<file path="config.mk">
export PLATFORM = sky130hd
export DESIGN_NAME = fetch_sequencer
export DESIGN_NICKNAME = d
export VERILOG_FILES = /design/src/rtl/fetch_sequencer.sv
export SDC_FILE = /design/constraint.sdc
export NUM_CORES = 1
export LEC_CHECK = 0
export ABC_CLOCK_PERIOD_IN_PS = 12300
export CORE_MARGIN = 2
export CORE_UTILIZATION = 62
export CTS_BUF_LIST = sky130_fd_sc_hd__clkbuf_4 sky130_fd_sc_hd__clkbuf_8 sky130_fd_sc_hd__clkbuf_16
export DETAILED_ROUTE_END_ITERATION = 7
export PLACE_DENSITY = 0.88
export SLEW_MARGIN = 15
export SYNTH_ARGS = -nofsm -noshare
export SYNTH_HDL_FRONTEND = slang
export SYNTH_SLANG_ARGS = --single-unit
export TNS_END_PERCENT = 30
</file>
<file path="constraint.sdc">
create_clock -name CLK -period 12.3 [get_ports CLK]
set_clock_uncertainty 0.05 [all_clocks]
set_input_delay 1.23 -clock CLK [delete_from_list [all_inputs] [get_ports CLK]]
set_output_delay 1.23 -clock CLK [all_outputs]
set_load 0.02 [all_outputs]
</file>
<file path="src/rtl/fetch_sequencer.sv">
// Fetch sequencer: PC register, next-PC resolution and return stack.
// Tracks run/halt/fault state and counts retired instructions.
module fetch_sequencer #(
  parameter int PC_W        = 16,
  parameter int PROG_LEN    = 1024,
  parameter int STACK_DEPTH = 4
) (
  input  logic                         CLK,
  input  logic                         reset,
  input  logic                         Branch_abs,
  input  logic                         Branch_rel_z,
  input  logic                         Branch_rel_nz,
  input  logic                         Call,
  input  logic                         Ret,
  input  logic                         Halt,
  input  logic                         ALU_zero,
  input  logic [PC_W-1:0]              Target,
  output logic [PC_W-1:0]              PC,
  output logic                         DONE,
  output logic                         FAULT,
  output logic [15:0]                  instr_count,
  output logic [$clog2(STACK_DEPTH):0] sp
);

  localparam int IDX_W = $clog2(STACK_DEPTH);

  localparam logic [1:0] S_RESET = 2'd0;
  localparam logic [1:0] S_RUN   = 2'd1;
  localparam logic [1:0] S_HALT  = 2'd2;
  localparam logic [1:0] S_FAULT = 2'd3;

  localparam logic [IDX_W:0] SP_MAX = (IDX_W+1)'(STACK_DEPTH);

  logic [1:0]       r_state;
  logic [PC_W-1:0]  r_pc;
  logic [IDX_W:0]   r_sp;
  logic [IDX_W-1:0] r_top;
  logic [15:0]      r_cnt;
  logic [PC_W-1:0]  r_stack [STACK_DEPTH];

  logic [PC_W-1:0]  w_pc_inc;
  logic [PC_W-1:0]  w_pc_rel;
  logic [IDX_W-1:0] w_top_m1;
  logic [PC_W-1:0]  w_next;
  logic             w_halt;
  logic             w_push;
  logic             w_pop;
  logic             w_uflow;
  logic             w_ovr;
  logic             w_fault;
  logic             w_run;

  assign w_pc_inc = r_pc + 1'b1;
  assign w_pc_rel = r_pc + Target;
  assign w_top_m1 = r_top - 1'b1;
  assign w_run    = (r_state == S_RUN);

  // Resolve next PC by priority; only the winning source acts.
  always_comb begin
    w_next  = w_pc_inc;
    w_halt  = 1'b0;
    w_push  = 1'b0;
    w_pop   = 1'b0;
    w_uflow = 1'b0;
    if (Halt) begin
      w_halt = 1'b1;
      w_next = r_pc;
    end else if (Ret) begin
      if (r_sp == '0) begin
        w_uflow = 1'b1;
        w_next  = r_pc;
      end else begin
        w_pop  = 1'b1;
        w_next = r_stack[w_top_m1];
      end
    end else if (Call) begin
      w_push = 1'b1;
      w_next = Target;
    end else if (Branch_abs) begin
      w_next = Target;
    end else if (Branch_rel_z && ALU_zero) begin
      w_next = w_pc_rel;
    end else if (Branch_rel_nz && !ALU_zero) begin
      w_next = w_pc_rel;
    end
  end

  // Overrun only matters when the PC actually moves.
  assign w_ovr   = !w_halt && !w_uflow &&
                   (32'(w_next) >= 32'(PROG_LEN));
  assign w_fault = w_uflow | w_ovr;

  // Sequencing state, PC, stack pointers and retire counter.
  always_ff @(posedge CLK) begin
    if (reset) begin
      r_state <= S_RESET;
      r_pc    <= '0;
      r_sp    <= '0;
      r_top   <= '0;
      r_cnt   <= '0;
    end else begin
      unique case (r_state)
        S_RESET: r_state <= S_RUN;
        S_RUN: begin
          if (w_fault) begin
            r_state <= S_FAULT;
          end else begin
            r_pc <= w_next;
            if (w_halt)
              r_state <= S_HALT;
            if (r_cnt != 16'hFFFF)
              r_cnt <= r_cnt + 16'd1;
            if (w_push) begin
              r_top <= r_top + 1'b1;
              if (r_sp != SP_MAX)
                r_sp <= r_sp + 1'b1;
            end
            if (w_pop) begin
              r_top <= w_top_m1;
              r_sp  <= r_sp - 1'b1;
            end
          end
        end
        default: r_state <= r_state;
      endcase
    end
  end

  // Return-stack storage; circular so overflow overwrites the oldest link.
  always_ff @(posedge CLK) begin
    if (!reset && w_run && w_push && !w_fault)
      r_stack[r_top] <= w_pc_inc;
  end

  assign PC          = r_pc;
  assign sp          = r_sp;
  assign instr_count = r_cnt;
  assign DONE        = (r_state == S_HALT) || (r_state == S_FAULT);
  assign FAULT       = (r_state == S_FAULT);

endmodule

</file>
==> results.sh <==
export IMPL_max_cap_violations=0
export IMPL_port_buffers=61
export IMPL_fin_crit_ns=5.32
export IMPL_fin_area_mm2=0.00681
export IMPL_io_pins=62
export IMPL_setup_viol=0
export IMPL_synth_area_leader_cell="edfxtp_1"
export IMPL_final_cell_mix="64 x edfxtp_1, 61 x clkdlybuf4s50_1, 48 x nor2_1, 47 x a21oi_1, 45 x nand2_1"
export IMPL_dpl_instance_area_mm2=0.00660
export IMPL_routed_wl_um=15500
export IMPL_die_w_um=102
export IMPL_post_cts_setup_buffers=0
export IMPL_antenna_cells=0
export IMPL_drive_gt1_share_pct=8.63
export IMPL_synth_edf_count=64
export IMPL_holdCritStartpoint="instr_count[9]$_SDFFE_PP0P_"
export IMPL_grt_pass1_wl_um=24300
export IMPL_p_leak_nw=2.26
export IMPL_synth_area_top_cells="edfxtp_1 32%, dfxtp_1 13%, mux4_2 6.1%"
export IMPL_synthSimpleGateAreaFrac_pct=16.4
export IMPL_initialDrtViolationCount=483
export IMPL_regArea_mm2=0.00270
export IMPL_synth_seq_cells=103
export IMPL_wl_per_cell_um=20.5
export IMPL_synth_compound_area_share_pct=17.3
export IMPL_reg2reg_from="r_top[0]$_SDFFE_PP0P_"
export IMPL_critPathKind="primary input to flip-flop"
export IMPL_nNetsFinal=669
export IMPL_worst_pin_slew_ns=1.13
export IMPL_synth_xor_area_share_pct=3.54
export IMPL_outcome="completed"
export IMPL_hp_class="flip-flop to flip-flop"
export IMPL_die_area_mm2=0.0104
export IMPL_layout_commonest_cell="edfxtp_1"
export IMPL_synthArstFlopShare_pct=0
export IMPL_clk_pin_slew_worst_paths_ns=0.11
export IMPL_final_antenna_net_count=0
export IMPL_cts_tree="done"
export IMPL_numCtsBuffers=9
export IMPL_startpoint="Target[0]"
export IMPL_ys_flop_type="edfxtp_1"
export IMPL_endpoint_kind="flip-flop"
export IMPL_drv_slew=0
export IMPL_synth_top_area_share_pct=32.3
export IMPL_multiInputGateArea_mm2=0.00304
export IMPL_critPathArrivalTime_ns=5.27
export IMPL_dr_pass1_iters=5
export IMPL_synth_avg_cell_area_um2=10.3
export IMPL_initial_utilization_pct=64.0
export IMPL_final_cells=755
export IMPL_finish_utilization_pct=73.3
export IMPL_synth_mux_area_share_pct=8.74
export IMPL_dp_slack_ns=6.64
export IMPL_max_freq_mhz=188
export IMPL_overflow=0
export IMPL_timing_hold_violations_final=0
export IMPL_place_congestion=0.962
export IMPL_ys_seq_area_share_pct=45.5
export IMPL_cts_sinks=103
export IMPL_synth_area_mm2=0.00594
export IMPL_crit_fanout=16
export IMPL_synth_top_family_by_area="compound AO/OA/AOI/OAI gates"
export IMPL_fin_tns_setup_ns=0
export IMPL_syn_nets=627
export IMPL_grt_max_degree=45
export IMPL_required_ns=12.26
export IMPL_grt_pass1_vias=4614
export IMPL_final_period_utilization_pct=43.2
export IMPL_fp_row_count=35
export IMPL_rsz0062_at_grt="false"
export IMPL_clock_path_buffers=2
export IMPL_core_area_mm2=0.00928
export IMPL_insertion_delay_ns=0.37
export IMPL_fill_cells=676
export IMPL_grt_usage_pct=31.0
export IMPL_dp_hpwl_um=11400
export IMPL_fin_ws_ns=6.98
export IMPL_dp_cells=739
export IMPL_cts_root_buf="clkbuf_8"
export IMPL_start_kind="primary input"
export IMPL_slew_headroom_pct=24.9
export IMPL_area_growth_pct=14.5
export IMPL_die_y_um=102
export IMPL_synth_cells=579
export IMPL_vias=4980
export IMPL_cellPowerDensity_mw_per_mm2=99.5
export IMPL_synthAdderAreaFrac_pct=5.09
export IMPL_hold_buffers=0
export IMPL_cts_resized=0
export IMPL_htree_levels=3
export IMPL_routed_via_density=6.60
export IMPL_yosys_warnings=0
export IMPL_synth_cell_types=66
export IMPL_ir_worst_vdd_mv=0.113
export IMPL_antenna_found_initial=0
export IMPL_drc=0
[report_power, final]
group	internal [mW]	total (mW)	switching, mW
registers	0.367	0.373	0.00577
clock network	0.0821	0.214	0.132
logic	0.0352	0.0909	0.0557
[cell usage after synthesis, types with 3 or more instances]
library cell   n
o21ai_0       19
inv_1         17
ha_1          21
clkbuf_1      25
buf_2          5
nor3_1        11
a2bb2oi_1      3
a211oi_1      15
or3_1          7
mux2_2         7
or4_1          8
nor4_1         3
mux4_2        16
dfxtp_1       39
mux2i_1        8
a21oi_1       48
xor2_1        11
a21o_1         8
a311oi_1       5
o31ai_1        9
and3_1         9
a21boi_0       3
edfxtp_1      64
nand2b_1       3
a31oi_1        5
nor2_1        48
a211o_1        4
nand3_1       24
nand4_1        8
nand2_1       45
o21ai_1        5
xnor2_1       13
o211ai_1      10
nor2b_1        7
and2_1         7
[worst paths after layout]
path / end / slack (ns) / depth (start not counted)
worst min-delay path: instr_count[9]$_SDFFE_PP0P_ / 0.45 / 2
worst max-delay path: r_stack[0][8]$_DFFE_PP_ / 6.98 / 13
worst min register to register: instr_count[9]$_SDFFE_PP0P_ / 0.45 / 2
worst max register to register: r_stack[0][8]$_DFFE_PP_ / 7.31 / 10
[cells by family (layout without fill, tap and decap cells)]
family                   after synthesis  in the layout
XOR/XNOR                              24             24
buffers and inverters                 50             97
flip-flops                           103            103
adder cells (fa/ha/maj)               23             23
AND/OR/NAND/NOR                      192            192
multiplexers                          31             31
AO/OA/AOI/OAI                        156            156
[metal layers]
| layer | GRT usage (%) | wire (µm) | up-vias | share of wire (%) |
|---|---|---|---|---|
| li1 | - | - | 2297 | - |
| met5 | 0 | 0 | - | 0 |
| met1 | 45.4 | 6460 | 2348 | 42 |
| met4 | 8.51 | 197 | 0 | 1.3 |
| met2 | 47.6 | 7120 | 309 | 46 |
| met3 | 6.16 | 1720 | 26 | 11 |
[critical path, cell delays in order]
cell and delay [ns]:
clkdlybuf4s50_1 0.50, ha_1 0.21, inv_1 0.07, fa_1 0.37
nand2b_1 0.20, a21o_1 0.21, a211o_1 0.30, a211o_1 0.26
o211a_2 0.16, nor4_2 0.39, nand3_1 0.20, nor3_1 0.48
and2_1 0.68
[flip-flops by register name (all words and copies together) (netlist names)]
| signal | count |
|---|---|
| instr_count | 16 |
| sp | 3 |
| r_stack | 64 |
| PC | 16 |
| r_top | 2 |
| r_state | 2 |
[metrics by stage]
step,hold slack (ns),power [mW]
after global placement,0.420,0.466
after floorplan,0.428,0.438
after CTS,0.461,0.680
after global routing,0.492,0.701
after detailed placement,0.449,0.468
final,0.455,0.678
[area by class of cell]
type,instances,area share (%)
multi-input combinational,426,44.7
sequential,103,39.7
timing repair buffer,63,9.19
tap,129,2.37
clock buffer,9,1.82
clock inverter,7,1.19
inverter,18,0.992
No activity file was read; power rests on OpenSTA's default activity.
==> patch 1: new RTL, same flow settings <==
Register the input `Target` before use, without a reset. The logic sees it one clock later. The other inputs are not delayed to match.
--- a/src/rtl/fetch_sequencer.sv
+++ b/src/rtl/fetch_sequencer.sv
@@ -31,6 +31,12 @@
 
   localparam logic [IDX_W:0] SP_MAX = (IDX_W+1)'(STACK_DEPTH);
 
+  logic [PC_W-1:0] Target_q;
+
+  always_ff @(posedge CLK) begin
+    Target_q <= Target;
+  end
+
   logic [1:0]       r_state;
   logic [PC_W-1:0]  r_pc;
   logic [IDX_W:0]   r_sp;
@@ -51,7 +57,7 @@
   logic             w_run;
 
   assign w_pc_inc = r_pc + 1'b1;
-  assign w_pc_rel = r_pc + Target;
+  assign w_pc_rel = r_pc + Target_q;
   assign w_top_m1 = r_top - 1'b1;
   assign w_run    = (r_state == S_RUN);
 
@@ -75,9 +81,9 @@
       end
     end else if (Call) begin
       w_push = 1'b1;
-      w_next = Target;
+      w_next = Target_q;
     end else if (Branch_abs) begin
-      w_next = Target;
+      w_next = Target_q;
     end else if (Branch_rel_z && ALU_zero) begin
       w_next = w_pc_rel;
     end else if (Branch_rel_nz && !ALU_zero) begin
Check against the original RTL: not equivalent (Yosys sat finds a counterexample within 4 cycles, from zero or initial values and one cycle with reset high).
==> patch 1 against the unedited design <==
  * Die area is 6.9% higher
  * Total power is 60% higher
  * Area after synthesis is 7.1% higher
  * Final cell count is 6.6% higher
  * Worst hold slack better by 0.0069 ns
  * Cell area is 13% higher
  * Clock power grew to 2.6 times the old value
  * Synthesized cell count is 4.3% higher
  * Setup slack worse by 0.077 ns
  * Sequential cell count is 16 higher
  * Routed wire length is 31% higher
  * Via count is 16% higher
  * Maximum frequency is 1.4% lower
  * Critical endpoint is now r_stack[1][8]
==> patch 1: results (changes against the unedited design) <==
[cts]
post_cts_buffers = 0  ; unchanged
h-tree-depth = 4  ; +1
cts.reportedPaths.clkPinSlew_ns = 0.06  ; -0.05 ns
cts_resized = 0  ; unchanged
clock_latency_ns = 0.54  ; +0.17 ns
cts_inserted_buffers = 17  ; +8

[detailed_routing]
dr.first_iter.drc_count = 978  ; +100%
wl_per_cell_um = 25.3  ; +23%
route.met2.wl_um = 9260  ; +30%
m1WireLength_um = 7210  ; +12%
met3_length_um = 2780  ; +62%
dr_total_vias = 5788  ; +16%
dr.pass1.iters = 8  ; +3
top_layer_used = met4

[setup_path]
crit_arrival_ns = 5.50  ; +0.23 ns
r2r-start = r_top[0]
crit_fanout = 32  ; +16
rrSetupSlack_ns = 7.05  ; -0.26 ns
slowest_delay_ns = 1.07  ; +0.39 ns
reg2reg_to = r_stack[1][8]
slowest_stage = clkdlybuf4s50_1
crit_start = Ret

[global_routing]
grt_pass1_wl_um = 32100  ; +32%
grt_max_degree = 46  ; +2.2%
grt_util_met1 = 0.494  ; +0.0402
grt_pass1_vias = 5586  ; +21%
grt_use_met2 = 0.597  ; +0.121
track_usage = 0.385  ; +0.0748
met3_usage = 0.105  ; +0.0430

[synthesis]
ys_types = 75  ; +14%
async_flop_share = 0  ; unchanged
synth_compound_area_frac = 0.167  ; -0.00684
muxShareOfSynthArea = 0.0772  ; -0.0101
yosysSeqAreaShare = 0.475  ; +0.0200
synth.area.top_cells = edfxtp_1 (30%), dfxtp_1 (17%), mux4_2 (5.7%)
synth_edf_count = 64  ; unchanged
yosys.area_share.xor_xnor = 0.0330  ; -0.00236
syn-num-nets = 652  ; +4.0%
synthAdderAreaFrac = 0.0475  ; -0.00339
synth_common_cells = edfxtp_1 (64), dfxtp_1 (55), nand2_1 (54)
ys.warnings.count = 0  ; unchanged

[placed_design]
io_buffers = 61  ; unchanged
dp_hpwl_um = 12600  ; +11%
place.gp.congestion = 0.976  ; +1.5%

[final_layout]
largest-register = r_stack
drive_gt1_frac = 0.118  ; +0.0313
n_antenna_cell = 0  ; unchanged
nets = 707  ; +5.7%

[power_and_ir_drop]
p_switching_uw = 265  ; +37%
switching_share = 0.245  ; -0.0396
comb_cell_power_uw = 101  ; +11%
p_leak_nw = 2.78  ; +23%
clkPwrFrac = 0.506  ; +0.191
vdd_drop_max_mv = 0.0869  ; -23%

[min_path]
hp-class = register to register
min_from = instr_count[8]

[status]
outcome = finished, final reports clean

[timing]
worst_pin_slew_ns = 0.915  ; -0.211 ns

patch 1: how the worst min path moves through the flow:
stage               cells after the start             end  slack, ns
CTS                                     2  instr_count[8]       0.45
global placement                        2      r_state[1]       0.43
detailed placement                      2  instr_count[8]       0.44
global route                            2  instr_count[8]       0.48
floorplan                               2      r_state[1]       0.42
finish                                  2  instr_count[8]       0.46
patch 1: metrics by stage:
| step | cell area (µm²) | setup slack [ns] | utilization | cells |
|---|---|---|---|---|
| finish | 7690 | 6.91 | 0.780 | 805 |
| global route | 7690 | 6.71 | 0.780 | 805 |
| CTS | 7680 | 6.66 | 0.779 | 804 |
| detailed placement | 7040 | 6.69 | 0.713 | 772 |
| global placement | 7040 | 6.88 | 0.713 | 772 |
| floorplan | 6370 | 7.89 | - | 604 |
patch 1: layout make-up:
type / instances / area (µm²)
clock buffers: 18 / 422
fillers: 540 / 2170
repair buffers: 66 / 652
clock inverters: 14 / 223
inverters: 20 / 75.1
flip-flops and latches: 119 / 3020
well taps: 133 / 166
multi-input cells: 435 / 3130
==> patch 2: new RTL, same flow settings <==
Without the edit above. Change the parameter `PC_W` from 16 to 18.
--- a/src/rtl/fetch_sequencer.sv
+++ b/src/rtl/fetch_sequencer.sv
@@ -1,7 +1,7 @@
 // Fetch sequencer: PC register, next-PC resolution and return stack.
 // Tracks run/halt/fault state and counts retired instructions.
 module fetch_sequencer #(
-  parameter int PC_W        = 16,
+  parameter int PC_W        = 18,
   parameter int PROG_LEN    = 1024,
   parameter int STACK_DEPTH = 4
 ) (
Interface: changed (resized PC and Target); port bits go from 62 to 66. No check against the original RTL was run, so the function may have changed too.
==> patch 2 against the unedited design <==
  * Non-clock buffer count grew 7
  * Critical path depth grew 1
  * Total power grew 45%
  * Sequential cell count grew 10
  * First-iteration DRC count grew 32%
  * Routed wire length grew 17%
  * Area after synthesis grew 7.8%
  * Setup slack lost 0.14 ns
  * Cell area grew 13%
  * Combinational power grew 2%
  * Via count grew 12%
==> patch 2: results (changes against the unedited design) <==
[status]
outcome = finished, final reports clean

[cts]
h-tree-depth = 4  ; +1
cts_inserted_buffers = 17  ; +8
clock_latency_ns = 0.53  ; +0.16 ns
cts.reportedPaths.clkPinSlew_ns = 0.06  ; -0.05 ns
cts_resized = 0  ; unchanged
clock_path_buffers = 2  ; unchanged

[timing]
slew_headroom = 0.339  ; +0.0897
setup_tns_ns = 0  ; unchanged

[final_layout]
largest_reg_flops = 72  ; +13%
nets = 716  ; +7.0%
largest-register = r_stack
nFillCells = 689  ; +1.9%
drive_gt1_frac = 0.103  ; +0.0171

[global_routing]
track_usage = 0.337  ; +0.0271
grt_pass1_wl_um = 28600  ; +17%
grt_util_met1 = 0.399  ; -0.0545
grt_max_degree = 51  ; +13%
grt_use_met2 = 0.567  ; +0.0906
met3_usage = 0.0754  ; +0.0139
grt_pass1_vias = 5438  ; +18%

[synthesis]
syn-num-nets = 659  ; +5.1%
ys_types = 65  ; -1.5%
synth_edf_count = 72  ; +13%
ys.warnings.count = 0  ; unchanged
synth_common_cells = edfxtp_1 (72), a21oi_1 (44), nor2_1 (44)
yosysSeqAreaShare = 0.466  ; +0.0110
synth.area.top_cells = edfxtp_1 (34%), dfxtp_1 (13%), mux4_2 (6.3%)

[placed_design]
place.gp.congestion = 0.953  ; -0.90%
place_ws_ns = 6.44  ; -0.198 ns
io_buffers = 65  ; +6.6%
dp_hpwl_um = 12100  ; +6.0%

[setup_path]
cp_top_family = simple AND/OR/NAND/NOR gates
crit_fanout = 21  ; +5
slowest_stage = and2_1
slowest_delay_ns = 0.79  ; +0.11 ns
reg2reg_depth = 12  ; +2
crit_arrival_ns = 5.56  ; +0.29 ns

[detailed_routing]
top_layer_used = met4
wl_per_cell_um = 22.2  ; +8.2%
met3_length_um = 1570  ; -8.7%
dr.first_iter.drc_count = 636  ; +32%
routed_via_density = 6.88  ; +4.3%
m1WireLength_um = 6560  ; +1.5%
drc = 0  ; unchanged
route.met2.wl_um = 8890  ; +25%

[min_path]
hp-class = register to register

[power_and_ir_drop]
p_leak_nw = 2.56  ; +13%
vdd_drop_max_mv = 0.0973  ; -14%

==> patch 2: cell types whose count changed after synthesis, moves of 5 or more <==
| cell | delta |
|---|---|
| edfxtp_1 | +8 |
| o22ai_1 | +6 |
| a211oi_1 | -9 |
| nand2b_1 | +5 |
| nand3_1 | +10 |
| xnor2_1 | +5 |
| o21ai_0 | +7 |
==> patch 2: power by group <==
group	total (mW)	switching [mW]	internal, mW
clock network	0.481	0.202	0.279
logic	0.0927	0.0570	0.0357
registers	0.409	0.00590	0.404
total	0.983	0.265	0.718
==> patch 2: tightest hold or removal path, delay by kind of cell, from the launching register on <==
| family | cells | cell delay [ns] |
|---|---|---|
| AOI/OAI and AO/OA | 2 | 0.13 |
| DFF | 1 | 0.33 |
==> patch 2: worst paths after layout <==
check             startpoint               to  slack (ns)
max                Target[0]   r_stack[2][16]        6.84
min          instr_count[10]  instr_count[10]        0.46
max reg2reg         r_top[0]   r_stack[2][16]        7.23
min reg2reg  instr_count[10]  instr_count[10]        0.46
==> patch 2: logic make-up after synthesis <==
family / count (synthesis) / synth area share
buf+inv: 46 / 0.0293
simple gates: 206 / 0.165
flops: 113 / 0.466
xor+xnor: 32 / 0.0438
fa+ha+maj: 25 / 0.0512
mux: 35 / 0.0912
compound gates: 150 / 0.154
==> patch 2: area by class of cell <==
type | instances | share of cell area
tap | 136 | 0.0220
sequential | 113 | 0.386
clock buffer | 17 | 0.0537
inverter | 14 | 0.00681
clock inverter | 15 | 0.0212
multi-input combinational | 448 | 0.421
timing repair buffer | 70 | 0.0885
==> patch 2: through the flow <==
stage	std cells	hold slack (ns)	instance area, µm²
6_report	813	0.459	7720
5_1_grt	813	0.479	7720
4_1_cts	813	0.460	7710
3_5_place_dp	781	0.452	7130
3_3_place_gp	781	0.426	7130
2_1_floorplan	607	0.446	6410
